## config.mk

```make
export PLATFORM = sky130hd
export DESIGN_NAME = pump_bank_ctrl
export DESIGN_NICKNAME = d
export VERILOG_FILES = /design/src/rtl/pump_bank_ctrl_pkg.sv /design/src/rtl/pump_bank_ctrl_pick.sv /design/src/rtl/pump_bank_ctrl.sv
export SDC_FILE = /design/constraint.sdc
export NUM_CORES = 1
export LEC_CHECK = 0
export ABC_AREA = 1
export CORE_ASPECT_RATIO = 1.1
export CORE_MARGIN = 2
export CORE_UTILIZATION = 35
export CTS_CLUSTER_DIAMETER = 60
export DETAILED_ROUTE_END_ITERATION = 7
export PLACE_DENSITY = 0.66
export SKIP_CTS_REPAIR_TIMING = 1
export SYNTH_ARGS = -nofsm -noshare
export SYNTH_HDL_FRONTEND = slang
export SYNTH_HIERARCHICAL = 1
export SYNTH_SLANG_ARGS = --single-unit
```

## constraint.sdc

```tcl
create_clock -name clk -period 1.81 [get_ports clk]
set_input_delay 0.181 -clock clk [delete_from_list [all_inputs] [get_ports clk]]
set_output_delay 0.181 -clock clk [all_outputs]
set_load 0.005 [all_outputs]
```

## src/rtl/pump_bank_ctrl_pkg.sv

```systemverilog
// -----------------------------------------------------------------------------
// pump_bank_ctrl_pkg
// Shared definitions for the sump pump bank controller.
//   pump_state_e : controller state encoding (IDLE=0, PUMP=1, SENS_ERR=2)
// -----------------------------------------------------------------------------
package pump_bank_ctrl_pkg;

    typedef enum logic [1:0] {
        ST_IDLE     = 2'd0,
        ST_PUMP     = 2'd1,
        ST_SENS_ERR = 2'd2
    } pump_state_e;

endpackage : pump_bank_ctrl_pkg

```

## src/rtl/pump_bank_ctrl_pick.sv

```systemverilog
// -----------------------------------------------------------------------------
// pump_pick
// Combinational round-robin selector. Starting at start_idx (inclusive) and
// walking upward modulo N_PUMPS, returns the first index i with mask[i]=1 and
// excl_mask[i]=0.
//   mask      in  N_PUMPS  candidate pumps (typically the healthy ones)
//   start_idx in  IDX_W    first index examined
//   excl_mask in  N_PUMPS  pumps that must not be returned
//   pick_idx  out IDX_W    selected index (0 when nothing qualifies)
//   pick_vld  out 1        a qualifying index was found
// -----------------------------------------------------------------------------
module pump_pick
    import pump_bank_ctrl_pkg::*;
#(
    parameter  int N_PUMPS = 2,
    localparam int IDX_W   = $clog2(N_PUMPS)
) (
    input  logic [N_PUMPS-1:0] mask,
    input  logic [IDX_W-1:0]   start_idx,
    input  logic [N_PUMPS-1:0] excl_mask,
    output logic [IDX_W-1:0]   pick_idx,
    output logic               pick_vld
);

    logic [IDX_W-1:0] pick_idx_s;
    logic             pick_vld_s;
    logic [IDX_W-1:0] cand_s;
    logic             take_s;

    // Scan the ring once from start_idx; the first qualifying index wins.
    always_comb begin
        pick_idx_s = {IDX_W{1'b0}};
        pick_vld_s = 1'b0;
        cand_s     = {IDX_W{1'b0}};
        take_s     = 1'b0;
        for (int k = 0; k < N_PUMPS; k++) begin
            cand_s     = IDX_W'((int'(start_idx) + k) % N_PUMPS);
            take_s     = ~pick_vld_s & mask[cand_s] & ~excl_mask[cand_s];
            pick_idx_s = take_s ? cand_s : pick_idx_s;
            pick_vld_s = pick_vld_s | take_s;
        end
    end

    assign pick_idx = pick_idx_s;
    assign pick_vld = pick_vld_s;

endmodule : pump_pick

```

## src/rtl/pump_bank_ctrl.sv

```systemverilog
// -----------------------------------------------------------------------------
// pump_bank_ctrl
// Sequential controller for a bank of drain pumps on one sump. The lead pump
// starts on high level, further pumps are staged in while high level persists,
// everything stops on low level once the minimum run time is met, and the lead
// rotates after every completed pump-down. Faulted pumps are skipped.
//   clk        in  1          system clock
//   reset      in  1          synchronous, active-high reset
//   lvl_low    in  1          1 = water at/above low sensor
//   lvl_high   in  1          1 = water at/above high sensor
//   pump_fault in  N_PUMPS    1 = pump i unavailable
//   pump_on    out N_PUMPS    registered run command per pump
//   lead_idx   out IDX_W      current lead pump
//   n_active   out IDX_W+1    number of pumps currently commanded on
//   alarm      out 1          sensor inconsistency / no healthy pump available
// -----------------------------------------------------------------------------
module pump_bank_ctrl
    import pump_bank_ctrl_pkg::*;
#(
    parameter  int N_PUMPS     = 2,
    parameter  int STAGE_DELAY = 16,
    parameter  int MIN_ON      = 8,
    localparam int IDX_W       = $clog2(N_PUMPS)
) (
    input  logic               clk,
    input  logic               reset,
    input  logic               lvl_low,
    input  logic               lvl_high,
    input  logic [N_PUMPS-1:0] pump_fault,
    output logic [N_PUMPS-1:0] pump_on,
    output logic [IDX_W-1:0]   lead_idx,
    output logic [IDX_W:0]     n_active,
    output logic               alarm
);

    localparam int STAGE_W = $clog2(STAGE_DELAY + 1);
    localparam int RUN_W   = $clog2(MIN_ON + 1);

    localparam logic [STAGE_W-1:0] STAGE_LAST = STAGE_W'(STAGE_DELAY - 1);
    localparam logic [RUN_W-1:0]   RUN_LAST   = RUN_W'(MIN_ON - 1);

    pump_state_e        state_r,     state_s;
    logic [N_PUMPS-1:0] pump_on_r,   pump_on_s;
    logic [IDX_W-1:0]   lead_idx_r,  lead_idx_s;
    logic [IDX_W-1:0]   last_add_r,  last_add_s;
    logic [STAGE_W-1:0] stage_cnt_r, stage_cnt_s;
    logic [RUN_W-1:0]   run_cnt_r,   run_cnt_s;
    logic               alarm_r,     alarm_s;
    logic [IDX_W:0]     n_active_r,  n_active_s;

    logic [N_PUMPS-1:0] healthy_s;
    logic [N_PUMPS-1:0] running_ok_s;
    logic               sens_err_s;
    logic [IDX_W-1:0]   lead_pick_s, rot_pick_s, stg_pick_s;
    logic               lead_vld_s,  rot_vld_s,  stg_vld_s;

    function automatic logic [IDX_W-1:0] next_idx(input logic [IDX_W-1:0] idx);
        if (idx == IDX_W'(N_PUMPS - 1)) begin
            return {IDX_W{1'b0}};
        end else begin
            return idx + IDX_W'(1'b1);
        end
    endfunction

    function automatic logic [N_PUMPS-1:0] idx_to_mask(input logic [IDX_W-1:0] idx);
        logic [N_PUMPS-1:0] m;
        m      = {N_PUMPS{1'b0}};
        m[idx] = 1'b1;
        return m;
    endfunction

    assign healthy_s    = ~pump_fault;
    assign running_ok_s = pump_on_r & healthy_s;
    assign sens_err_s   = lvl_high & ~lvl_low;

    // Lead selection and re-pick: first healthy pump from the lead, inclusive.
    pump_pick #(.N_PUMPS(N_PUMPS)) u_pick_lead (
        .mask      (healthy_s),
        .start_idx (lead_idx_r),
        .excl_mask ({N_PUMPS{1'b0}}),
        .pick_idx  (lead_pick_s),
        .pick_vld  (lead_vld_s)
    );

    // Rotation: first healthy pump strictly after the current lead.
    pump_pick #(.N_PUMPS(N_PUMPS)) u_pick_rot (
        .mask      (healthy_s),
        .start_idx (next_idx(lead_idx_r)),
        .excl_mask ({N_PUMPS{1'b0}}),
        .pick_idx  (rot_pick_s),
        .pick_vld  (rot_vld_s)
    );

    // Staging: next healthy, not-yet-running pump after the last one added.
    pump_pick #(.N_PUMPS(N_PUMPS)) u_pick_stage (
        .mask      (healthy_s),
        .start_idx (next_idx(last_add_r)),
        .excl_mask (pump_on_r),
        .pick_idx  (stg_pick_s),
        .pick_vld  (stg_vld_s)
    );

    // Next-state, next-output and timer logic for the controller.
    always_comb begin
        state_s     = state_r;
        pump_on_s   = pump_on_r;
        lead_idx_s  = lead_idx_r;
        last_add_s  = last_add_r;
        stage_cnt_s = stage_cnt_r;
        run_cnt_s   = run_cnt_r;
        alarm_s     = alarm_r;

        case (state_r)
            ST_IDLE: begin
                pump_on_s   = {N_PUMPS{1'b0}};
                stage_cnt_s = {STAGE_W{1'b0}};
                run_cnt_s   = {RUN_W{1'b0}};
                if (sens_err_s) begin
                    state_s = ST_SENS_ERR;
                    alarm_s = 1'b1;
                end else if (lvl_high && lvl_low) begin
                    state_s = ST_PUMP;
                    if (lead_vld_s) begin
                        pump_on_s  = idx_to_mask(lead_pick_s);
                        lead_idx_s = lead_pick_s;
                        last_add_s = lead_pick_s;
                        alarm_s    = 1'b0;
                    end else begin
                        // Demand with every pump faulted: enter PUMP dark and alarm.
                        alarm_s = 1'b1;
                    end
                end else begin
                    state_s = ST_IDLE;
                end
            end

            ST_PUMP: begin
                if (run_cnt_r != {RUN_W{1'b1}}) begin
                    run_cnt_s = run_cnt_r + RUN_W'(1'b1);
                end else begin
                    run_cnt_s = run_cnt_r;
                end

                if (sens_err_s) begin
                    state_s     = ST_SENS_ERR;
                    pump_on_s   = {N_PUMPS{1'b0}};
                    alarm_s     = 1'b1;
                    stage_cnt_s = {STAGE_W{1'b0}};
                    run_cnt_s   = {RUN_W{1'b0}};
                end else if (!lvl_low && (run_cnt_r >= RUN_LAST)) begin
                    // Completed pump-down: stop everything and rotate the lead.
                    state_s     = ST_IDLE;
                    pump_on_s   = {N_PUMPS{1'b0}};
                    stage_cnt_s = {STAGE_W{1'b0}};
                    run_cnt_s   = {RUN_W{1'b0}};
                    if (rot_vld_s) begin
                        lead_idx_s = rot_pick_s;
                    end else begin
                        lead_idx_s = lead_idx_r;
                    end
                end else if (running_ok_s == {N_PUMPS{1'b0}}) begin
                    // Nothing healthy left running: re-pick in the same cycle.
                    stage_cnt_s = {STAGE_W{1'b0}};
                    if (lead_vld_s) begin
                        pump_on_s  = idx_to_mask(lead_pick_s);
                        lead_idx_s = lead_pick_s;
                        last_add_s = lead_pick_s;
                        alarm_s    = 1'b0;
                    end else begin
                        pump_on_s = {N_PUMPS{1'b0}};
                        alarm_s   = 1'b1;
                    end
                end else if (running_ok_s != pump_on_r) begin
                    // A running pump faulted; dropping it takes priority over staging.
                    pump_on_s   = running_ok_s;
                    stage_cnt_s = {STAGE_W{1'b0}};
                end else if (lvl_high && lvl_low) begin
                    if (stage_cnt_r >= STAGE_LAST) begin
                        stage_cnt_s = {STAGE_W{1'b0}};
                        if (stg_vld_s) begin
                            pump_on_s  = pump_on_r | idx_to_mask(stg_pick_s);
                            last_add_s = stg_pick_s;
                        end else begin
                            pump_on_s = pump_on_r;
                        end
                    end else begin
                        stage_cnt_s = stage_cnt_r + STAGE_W'(1'b1);
                    end
                end else begin
                    // High level gone, or waiting out the minimum run time.
                    stage_cnt_s = {STAGE_W{1'b0}};
                end
            end

            ST_SENS_ERR: begin
                pump_on_s   = {N_PUMPS{1'b0}};
                stage_cnt_s = {STAGE_W{1'b0}};
                run_cnt_s   = {RUN_W{1'b0}};
                if (sens_err_s) begin
                    state_s = ST_SENS_ERR;
                    alarm_s = 1'b1;
                end else begin
                    state_s = ST_IDLE;
                    alarm_s = 1'b0;
                end
            end

            default: begin
                state_s     = ST_IDLE;
                pump_on_s   = {N_PUMPS{1'b0}};
                stage_cnt_s = {STAGE_W{1'b0}};
                run_cnt_s   = {RUN_W{1'b0}};
                alarm_s     = 1'b1;
            end
        endcase
    end

    // Population count of the next run command, registered alongside it.
    always_comb begin
        n_active_s = {(IDX_W+1){1'b0}};
        for (int i = 0; i < N_PUMPS; i++) begin
            n_active_s = n_active_s + {{IDX_W{1'b0}}, pump_on_s[i]};
        end
    end

    // State, outputs and timers, with synchronous reset.
    always_ff @(posedge clk) begin
        if (reset) begin
            state_r     <= ST_IDLE;
            pump_on_r   <= {N_PUMPS{1'b0}};
            lead_idx_r  <= {IDX_W{1'b0}};
            last_add_r  <= {IDX_W{1'b0}};
            stage_cnt_r <= {STAGE_W{1'b0}};
            run_cnt_r   <= {RUN_W{1'b0}};
            alarm_r     <= 1'b0;
            n_active_r  <= {(IDX_W+1){1'b0}};
        end else begin
            state_r     <= state_s;
            pump_on_r   <= pump_on_s;
            lead_idx_r  <= lead_idx_s;
            last_add_r  <= last_add_s;
            stage_cnt_r <= stage_cnt_s;
            run_cnt_r   <= run_cnt_s;
            alarm_r     <= alarm_s;
            n_active_r  <= n_active_s;
        end
    end

    assign pump_on  = pump_on_r;
    assign lead_idx = lead_idx_r;
    assign n_active = n_active_r;
    assign alarm    = alarm_r;

endmodule : pump_bank_ctrl

```

; ---- After elaboration in Yosys (flattened, before gate mapping)
; Index checks and enable logic that the tools add are counted.
[word_totals]
register_bits = 18
out_inout_bits = 6
wordCells = 163
[classes]
addsub = 8
n_lt_le_gt_ge = 12
eq_ne = 18
n_mux = 76
bitwise = 28
reduce_logical = 13
[ops]
columns = op, count
row1 = $mux W1, 55
row2 = $ne A3 B3 Y1 const B, 10
row3 = $mux W2, 14
row4 = $lt A1 B2 Y1 const B, 8
row5 = $not A1 Y1, 12
row6 = $and A1 B1 Y1, 10
row7 = $reduce_and A9 Y1, 1
row8 = $ne A2 B2 Y1 const B, 4
row9 = $reduce_or A8 Y1, 1
row10 = $pmux W2 S3, 1
row11 = $reduce_and A6 Y1, 1
row12 = $add A1 B1 Y1 const B, 5
row13 = $add A5 B1 Y5 const B, 1
row14 = $ge A5 B4 Y1 const B, 1
row15 = $add A4 B1 Y4 const B, 1
row16 = $ge A4 B3 Y1 const B, 1
row17 = $logic_and A1 B1 Y1, 4
row18 = $logic_not A2 Y1, 2
row19 = $ne A4 B4 Y1 const B, 1
row20 = $pmux W1 S2, 2
row21 = $pmux W2 S2, 1
row22 = $reduce_or A4 Y1, 1
row23 = $or A1 B1 Y1, 3
row24 = $pmux W1 S3, 1
row25 = other kinds (12), 14

; ---- Longest topological paths before layout
; Gate-level depths: netlist of run 1.
[depth]
ltp_word = 24
ltp_mapped = 17
ltp_nobuf = 17

; ---- Hierarchy
; Netlist of run 1, hierarchy kept.
[modules_own_cells]
columns = module, instances, cells_each, area_per_inst_um2, seq_area_each_um2
row1 = pump_bank_ctrl, 1, 173, 1113.6, 360.3
row2 = pump_pick, 3, 9, 36.3, 0.0

; ---- Worst setup path before layout of run 1
; Ideal clock, no wire load.
[synth_timing]
path_kind = register to register
start = register stage_cnt_r[0]
end = register n_active_r[0] (netlist: n_active[0])
t_arrival_ns = 1.597
required_time_ns = 1.698
slack_ns = 0.100
stages_incl_launch_ff = 16
period_less_slack_ns = 1.710
cell_sequence = dfxtp_1 > ha_1 > nand2_1 > nor2_1 > ha_1 > nor2_1 > nand2_1 > nand2_1 > nand2_1 > nand2_1 > nand2_1 > nand2_1 > inv_1 > ha_1 > inv_1 > nor2_1
[synth_between]
elab_chain_cells = 9
[synth_lines]
columns = element, line_no
row1 = from (decl), pump_bank_ctrl.sv:46  ; logic [STAGE_W-1:0] stage_cnt_r, stage_cnt_s;
row2 = from (signal assigned), pump_bank_ctrl.sv:233  ; stage_cnt_r <= {STAGE_W{1'b0}};
row3 = from (signal assigned), pump_bank_ctrl.sv:242  ; stage_cnt_r <= stage_cnt_s;
row4 = $ge A5 B4 Y1, pump_bank_ctrl.sv:178  ; if (stage_cnt_r >= STAGE_LAST) begin
row5 = $mux W2, pump_bank_ctrl.sv:178
row6 = $mux W2, pump_bank_ctrl.sv:177  ; end else if (lvl_high && lvl_low) begin
row7 = $mux W2, pump_bank_ctrl.sv:173  ; end else if (running_ok_s != pump_on_r) begin
row8 = $mux W2, pump_bank_ctrl.sv:161  ; end else if (running_ok_s == {N_PUMPS{1'b0}}) begin
row9 = $mux W2, pump_bank_ctrl.sv:150  ; end else if (!lvl_low && (run_cnt_r >= RUN_LAST)) begin
row10 = $mux W2, pump_bank_ctrl.sv:144  ; if (sens_err_s) begin
row11 = $pmux W2 S2, pump_bank_ctrl.sv:113  ; case (state_r)
row12 = named net pump_on_s[0], pump_bank_ctrl.sv:43  ; logic [N_PUMPS-1:0] pump_on_r, pump_on_s;
row13 = $add A1 B1 Y2, pump_bank_ctrl.sv:222  ; n_active_s = n_active_s + {{IDX_W{1'b0}}, pump_on_s[i]};
row14 = named net n_active_s[0], pump_bank_ctrl.sv:49  ; logic [IDX_W:0] n_active_r, n_active_s;
row15 = to (signal assigned), pump_bank_ctrl.sv:236  ; n_active_r <= {(IDX_W+1){1'b0}};
row16 = to (signal assigned), pump_bank_ctrl.sv:245  ; n_active_r <= n_active_s;
row17 = to (decl), pump_bank_ctrl.sv:49
; The timed path passes the listed nets, and every way through them passes these cells.
; A chain may end at the register's enable or synchronous reset.

; ---- Worst setup path after layout of run 1
; Same ends and word-level chain as after synthesis.

==> out/summary.md, run 1 <==
* register to register — worst min-delay path class
* sky130_fd_sc_hd__dfxtp_1 — Primary FF master, synth
* 1,206 — routed via count
* 0 — final setup fails
* 0.801 nW — Static Leak
* 36 — Iter 0 DRT Violations
* 3980 µm² — overall die area
* 2.01 ns — Worst Path Required
* simple AND/OR/NAND/NOR gates — cell class contributing the biggest share of worst-path delay
* stage_cnt_r[0] — launch point of the worst path
* stage_cnt_r[0] — startpoint of the most critical register-to-register path
* 29.7% — power share of the clock group
* register — Crit. End Element
* 351 — number of fillers in the final layout
* 0 — number of routed nets with antenna violations
* 0 — number of antenna violations at the first check in global routing
* 4.29 — post-detailed-route via-to-cell ratio
* 0 — antenna cell count
* 0.35 ns — slowest cell delay on critical path
* 2020 µm — HPWL reported at the end of detailed placement
* sky130_fd_sc_hd__dfxtp_1 — area leader, netlist
* 0 — # Max-Cap Violations
* 281 — Final Non-Filler Cells
* 3 — CTS Buf Count
* 0 — remaining global-route overflow
* 2 — CP bufs+invs
* 22 — standard-cell rows
* 2540 µm — Post-Route WL
* 2 — Max clock buf depth
* 1,089 — vias in the first global route
* 12 — count of boundary I/O pins
* 736 µm² — area used by multi-input combinational logic
* 4430 µm — global-route wire length before repair
* 249 — number of nets in the layout
* 1220 µm² — post-synthesis cell area
* 24 — distinct cell type count after synthesis
* 60.4 µm — Die X-Extent
* 4 — top fanout value on the critical path
* 0.583 GHz — achievable clock frequency
* 11 — largest net degree at the start of global routing
* 18 — number of synthesized register bits
* 1.72 ns — min Tclk post-route
* 3330 µm² — area of the core
* 0 ns — Total Neg Setup Slack
* 1.91 ns — endpoint arrival time on the critical path
* 0.0182 ns — worst-case clock skew
* 0.12 ns — clock-pin transition on the worst setup and hold timing paths
* 49.4% — sequential share of power
* 0 — Slew Viols, Final
* register — kind of start point of the critical path
* 11 — Port-buffer cells
* 539 nW/µm² — cell area power density
* 16.3% — layout cells sized above 1
* sky130_fd_sc_hd__nand2_1 (50), sky130_fd_sc_hd__inv_1 (41), sky130_fd_sc_hd__nor2_1 (26) — most frequent cells in the layout
* 28.0% — switching power as a share of total power
* sky130_fd_sc_hd__dfxtp_2 — master of the slowest instance on the critical path
* 29.0% — synthesis-to-layout area growth
* 36.7% — starting density of the core
* 0.30 ns — Clock Latency Late Sink
* 20.8% — combinational power share
* yes — RSZ-0062 raised after global routing
* 4 — length of the first detailed-routing pass in iterations
* 0 — EDFF count, synth
* 29.5% — post-synthesis sequential area ratio
* alarm — min-delay src
* sky130_fd_sc_hd__clkbuf_4 — Clk Tree Root Cell
* 66.0 µm — die height
* sky130_fd_sc_hd__nand2_1 — leading cell type in the layout, fill and taps excluded
* 29.5% — share of the synthesized area in the top cell type
* 0.501 ns — Post-Route Hold Slack
* 364 µm² — sequential cell area
* sky130_fd_sc_hd__dfxtp_1 (29%), sky130_fd_sc_hd__nand2_1 (16%), sky130_fd_sc_hd__inv_1 (13%) — cells taking the most area after synthesis
* 0% — share of synthesized registers carrying an async set or reset
* 277 — placed cell count
* 0 — final hold violations
* 0.850 mW — overall power after layout
* 0 — final routed DRC violation total
* sky130_fd_sc_hd__nand2_1 — CP dominant cell by count
* 200 — instance count of the mapped netlist
* register to register — category of the critical setup timing path
* ha_4, nand2_2, nor2_2, ha_2, nor2_2, nand2_2, nand2_1, nand2_1, nand2_1, nand2_1, nand2_1, inv_1, ha_1, inv_1, nor2_1 — cells along the critical path
* 6 — yosys synthesis warning count
* 9.04 µm — detail-routed net length per standard cell
* 94.8% — part of the cycle the worst path needs
* finished, final reports clean — status
* 0.238 mW — Net Sw Power
* 0.612 mW — Pint
* 274 µV — maximum vdd ir drop
* 47.3% — Finished Core Util
* 18 — # clock sinks
* yes — CTS tree
* 0.803 — GPL Wtd Cong
* 1 — total number of H-tree levels
* 14.5% — total global-route track usage
* 6.11 µm² — mean instance size in the synthesized netlist
-- worst reg2reg max path, delay by kind of cell, from the launching register on --
family	cells	cell delay, ns
and+or+nand+nor	10	0.63
adders and majority gates	3	0.58
DFF	1	0.35
buffers and inverters	2	0.09
-- Yosys cell counts (3+ instances only) --
cell and n:
sky130_fd_sc_hd__o21ai_0 6, sky130_fd_sc_hd__dfxtp_1 18, sky130_fd_sc_hd__nand4_1 4, sky130_fd_sc_hd__nor2_1 28, sky130_fd_sc_hd__nand2_2 3, sky130_fd_sc_hd__a21oi_1 11, sky130_fd_sc_hd__nand2_1 52, sky130_fd_sc_hd__nand3_1 12
sky130_fd_sc_hd__inv_1 41, sky130_fd_sc_hd__inv_2 3, sky130_fd_sc_hd__ha_1 9
-- cell type report --
| cell class | count | area share (%) |
|---|---|---|
| Sequential cell | 18 | 23.1 |
| Clock buffer | 4 | 2.30 |
| Timing Repair Buffer | 25 | 13.7 |
| Multi-Input combinational cell | 142 | 46.7 |
| Tap cell | 48 | 3.81 |
| Inverter | 44 | 10.5 |
-- routing by layer --
metal / part of all wire, % / vias to the layer above / GRT usage (%) / routed length, µm
met2: 46 / 22 / 23.8 / 1160
met4: 1.6 / 0 / 6.67 / 40
met5: 0 / - / 0 / 0
met3: 3.7 / 4 / 2.15 / 95
met1: 49 / 510 / 18.4 / 1240
li1: - / 670 / - / -
-- power groups by stage --
stage	Clock [mW]	Combinational, mW	Sequential (mW)
2_1_floorplan	0	0.109	0.427
3_3_place_gp	0	0.174	0.429
3_5_place_dp	0	0.176	0.429
4_1_cts	0.264	0.177	0.420
5_1_grt	0.285	0.203	0.423
6_report	0.252	0.177	0.420
-- through the flow --
stage,setup slack [ns],cell area (µm²)
final,0.0947,1580
after floorplan,0.100,1240
after CTS,-0.00827,1550
after detailed placement,-0.277,1510
after global routing,-0.0566,1580
after global placement,-0.204,1510
-- flip-flops by register name (all words and copies together) (netlist names) --
name         cells
lead_idx         1
state_r          2
alarm            1
last_add_r       1
run_cnt_r        4
pump_on          2
stage_cnt_r      5
n_active         2
-- final timing paths --
path | to | slack, ns | cells past startpoint
setup / recovery | n_active[0] | 0.09 | 15
hold / removal | alarm | 0.50 | 2
setup reg to reg | n_active[0] | 0.09 | 15
hold reg to reg | alarm | 0.50 | 2
-- logic make-up after synthesis --
group	Yosys count	synth area share, %
AOI/OAI and AO/OA	21	9.32
xor gates and xnor gates	1	0.717
adders and majority gates	9	9.21
buffers and inverters	45	14.1
DFF	18	29.5
other	1	0.307
and+or+nand+nor	105	36.8
Note: power is estimated with default switching activity, not from simulation.
==> inputs of run 2 (changes only) <==
- DONT_BUFFER_PORTS: unset -> 1
- PLACE_DENSITY: 0.66 -> 0.62
==> out/summary.md, run 2 (synthesis results as in run 1) <==
* 28.2% — switching power as a share of total power, +0.17 points
* sky130_fd_sc_hd__nand2_1 — CP dominant cell by count
* 5 — max reg flops, unchanged
* 1910 µm — HPWL reported at the end of detailed placement, -5.5%
* register to register — category of the critical setup timing path
* 12 — count of boundary I/O pins, unchanged
* 18 — # clock sinks, unchanged
* 11 — largest net degree at the start of global routing, unchanged
* 0.0923 ns — min setup slack post-route, -0.00240 ns
* 9.45 µm — detail-routed net length per standard cell, +4.6%
* 310 µV — maximum vdd ir drop, +13%
* 0.36 ns — slowest cell delay on critical path, about the same
* -0.0729 ns — Post-Route Hold Slack, -0.573 ns
* 3980 µm² — overall die area, unchanged
* 0.577 mW — Pint, -5.7%
* 15 — depth of the critical timing path with buffers and inverters included, unchanged
* sky130_fd_sc_hd__nand2_1 (51), sky130_fd_sc_hd__inv_1 (41), sky130_fd_sc_hd__nor2_1 (27) — most frequent cells in the layout
* stage_cnt_r (5), run_cnt_r (4) — Regs by FF count
* 0.582 GHz — achievable clock frequency, -0.14%
* 11.8% — layout cells sized above 1, -4.5 points
* input pin to register — worst min-delay path class
* 36 — Iter 0 DRT Violations, unchanged
* 14.0% — total global-route track usage, -0.55 points
* 0.833 — GPL Wtd Cong, +3.7%
* 1,033 — vias in the first global route, -5.1%
* 0 — Port-buffer cells, -11
* 1320 µm² — Area after DPL, -13%
* 15.9% — combinational power share, -4.9 points
* 0 — Slew Viols, Final, unchanged
* 4.37 — post-detailed-route via-to-cell ratio, +1.7%
* register — Crit. End Element
* 1380 µm² — Non-Filler Cell Area, Final, -12%
* 36.7% — starting density of the core, unchanged
* 0 — remaining global-route overflow, unchanged
* 0 — final setup fails, unchanged
* sky130_fd_sc_hd__dfxtp_2 — master of the slowest instance on the critical path
* complete, but fails checks — status
* 0.0232 ns — pre-CTS setup slack, +0.300 ns
* 66.0 µm — die height, unchanged
* 2460 µm — Post-Route WL, -3.2%
* 6 — final hold violations, +6
* 3 — CTS Buf Count, unchanged
* 0 — number of antenna violations at the first check in global routing, unchanged
* 0 — antenna cell count, unchanged
* 0.714 nW — Static Leak, -11%
* 581 nW/µm² — cell area power density, +7.7%
* 3330 µm² — area of the core, unchanged
* 0 — number of routed nets with antenna violations, unchanged
* 31.7% — power share of the clock group, +2.0 points
* 1 — total number of H-tree levels, unchanged
* 1 — Worst Hold Path Cells, -1
* 22 — standard-cell rows, unchanged
* 2 — Max clock buf depth, unchanged
* yes — CTS tree
* 4200 µm — global-route wire length before repair, -5.3%
* 94.9% — part of the cycle the worst path needs, +0.13 points
* sky130_fd_sc_hd__nand2_1 — leading cell type in the layout, fill and taps excluded
* 4 — length of the first detailed-routing pass in iterations, unchanged
* 0 — final routed DRC violation total, unchanged
* 0.11 ns — clock-pin transition on the worst setup and hold timing paths, about the same
* 0.29 ns — Clock Latency Late Sink, about the same
* stage_cnt_r — Most flops, register
* 0 — # Max-Cap Violations, unchanged
* 2.02 ns — Worst Path Required, about the same
* 13.2% — synthesis-to-layout area growth
* 15 — Worst Reg-to-Reg Cells, unchanged
* ha_4, nand2_2, nor2_2, ha_2, nor2_1, nand2_1, nand2_1, nand2_1, nand2_1, nand2_1, nand2_1, inv_1, ha_1, inv_1, nor2_1 — cells along the critical path
* register — kind of start point of the critical path
* simple AND/OR/NAND/NOR gates — cell class contributing the biggest share of worst-path delay
* 2 — CP bufs+invs, unchanged
* 228 — number of nets in the layout, -8.4%
* 1.93 ns — endpoint arrival time on the critical path, +0.02 ns
* 1.72 ns — min Tclk post-route, +0.00240 ns
* yes — RSZ-0062 raised after global routing
* 4 — top fanout value on the critical path, unchanged
* 1,135 — routed via count, -5.9%
* negative hold slack — failing checks
* 52.4% — sequential share of power, +3.0 points
* 0.00728 ns — worst-case clock skew, -0.0109 ns
* 0.226 mW — Net Sw Power, -4.8%
* sky130_fd_sc_hd__clkbuf_4 — Clk Tree Root Cell
* 60.4 µm — Die X-Extent, unchanged
==> run 2: worst paths after layout <==
| check | start | to | slack, ns |
|---|---|---|---|
| min reg2reg | state_r[1] | state_r[1] | 0.50 |
| max | stage_cnt_r[0] | n_active[0] | 0.09 |
| max reg2reg | stage_cnt_r[0] | n_active[0] | 0.09 |
| min | reset | state_r[1] | -0.07 |
==> run 2: final cells by class <==
cell class | count | area, µm²
fillers | 361 | 1950
multi-input cells | 142 | 728
flip-flops and latches | 18 | 364
inverters | 44 | 165
well taps | 48 | 60.1
clock buffers | 4 | 36.3
repair buffers | 4 | 30.0
==> run 2: per-stage QoR <==
stage,setup TNS (ns),std cells,total power [mW],utilization (%),hold WS (ns)
after floorplan,0,205,0.536,-,0.387
after global placement,0,255,0.557,39.5,0.254
after detailed placement,0,255,0.557,39.5,0.256
after CTS,0,259,0.820,40.6,-0.0811
after global routing,-0.100,260,0.864,41.5,-0.0937
final,0,260,0.803,41.5,-0.0729
==> run 2: metal layers <==
layer | GRT usage (%) | part of all wire (%)
met1 | 17.7 | 50
met2 | 22.8 | 46
met3 | 2.54 | 3.5
met4 | 5.83 | 1.1
met5 | 0 | 0
==> run 2: power groups by stage <==
stage	Sequential [mW]	Combinational, mW	Clock [mW]
6_report	0.421	0.128	0.255
5_1_grt	0.423	0.153	0.288
4_1_cts	0.421	0.128	0.271
3_5_place_dp	0.430	0.127	0
3_3_place_gp	0.430	0.127	0
2_1_floorplan	0.427	0.109	0
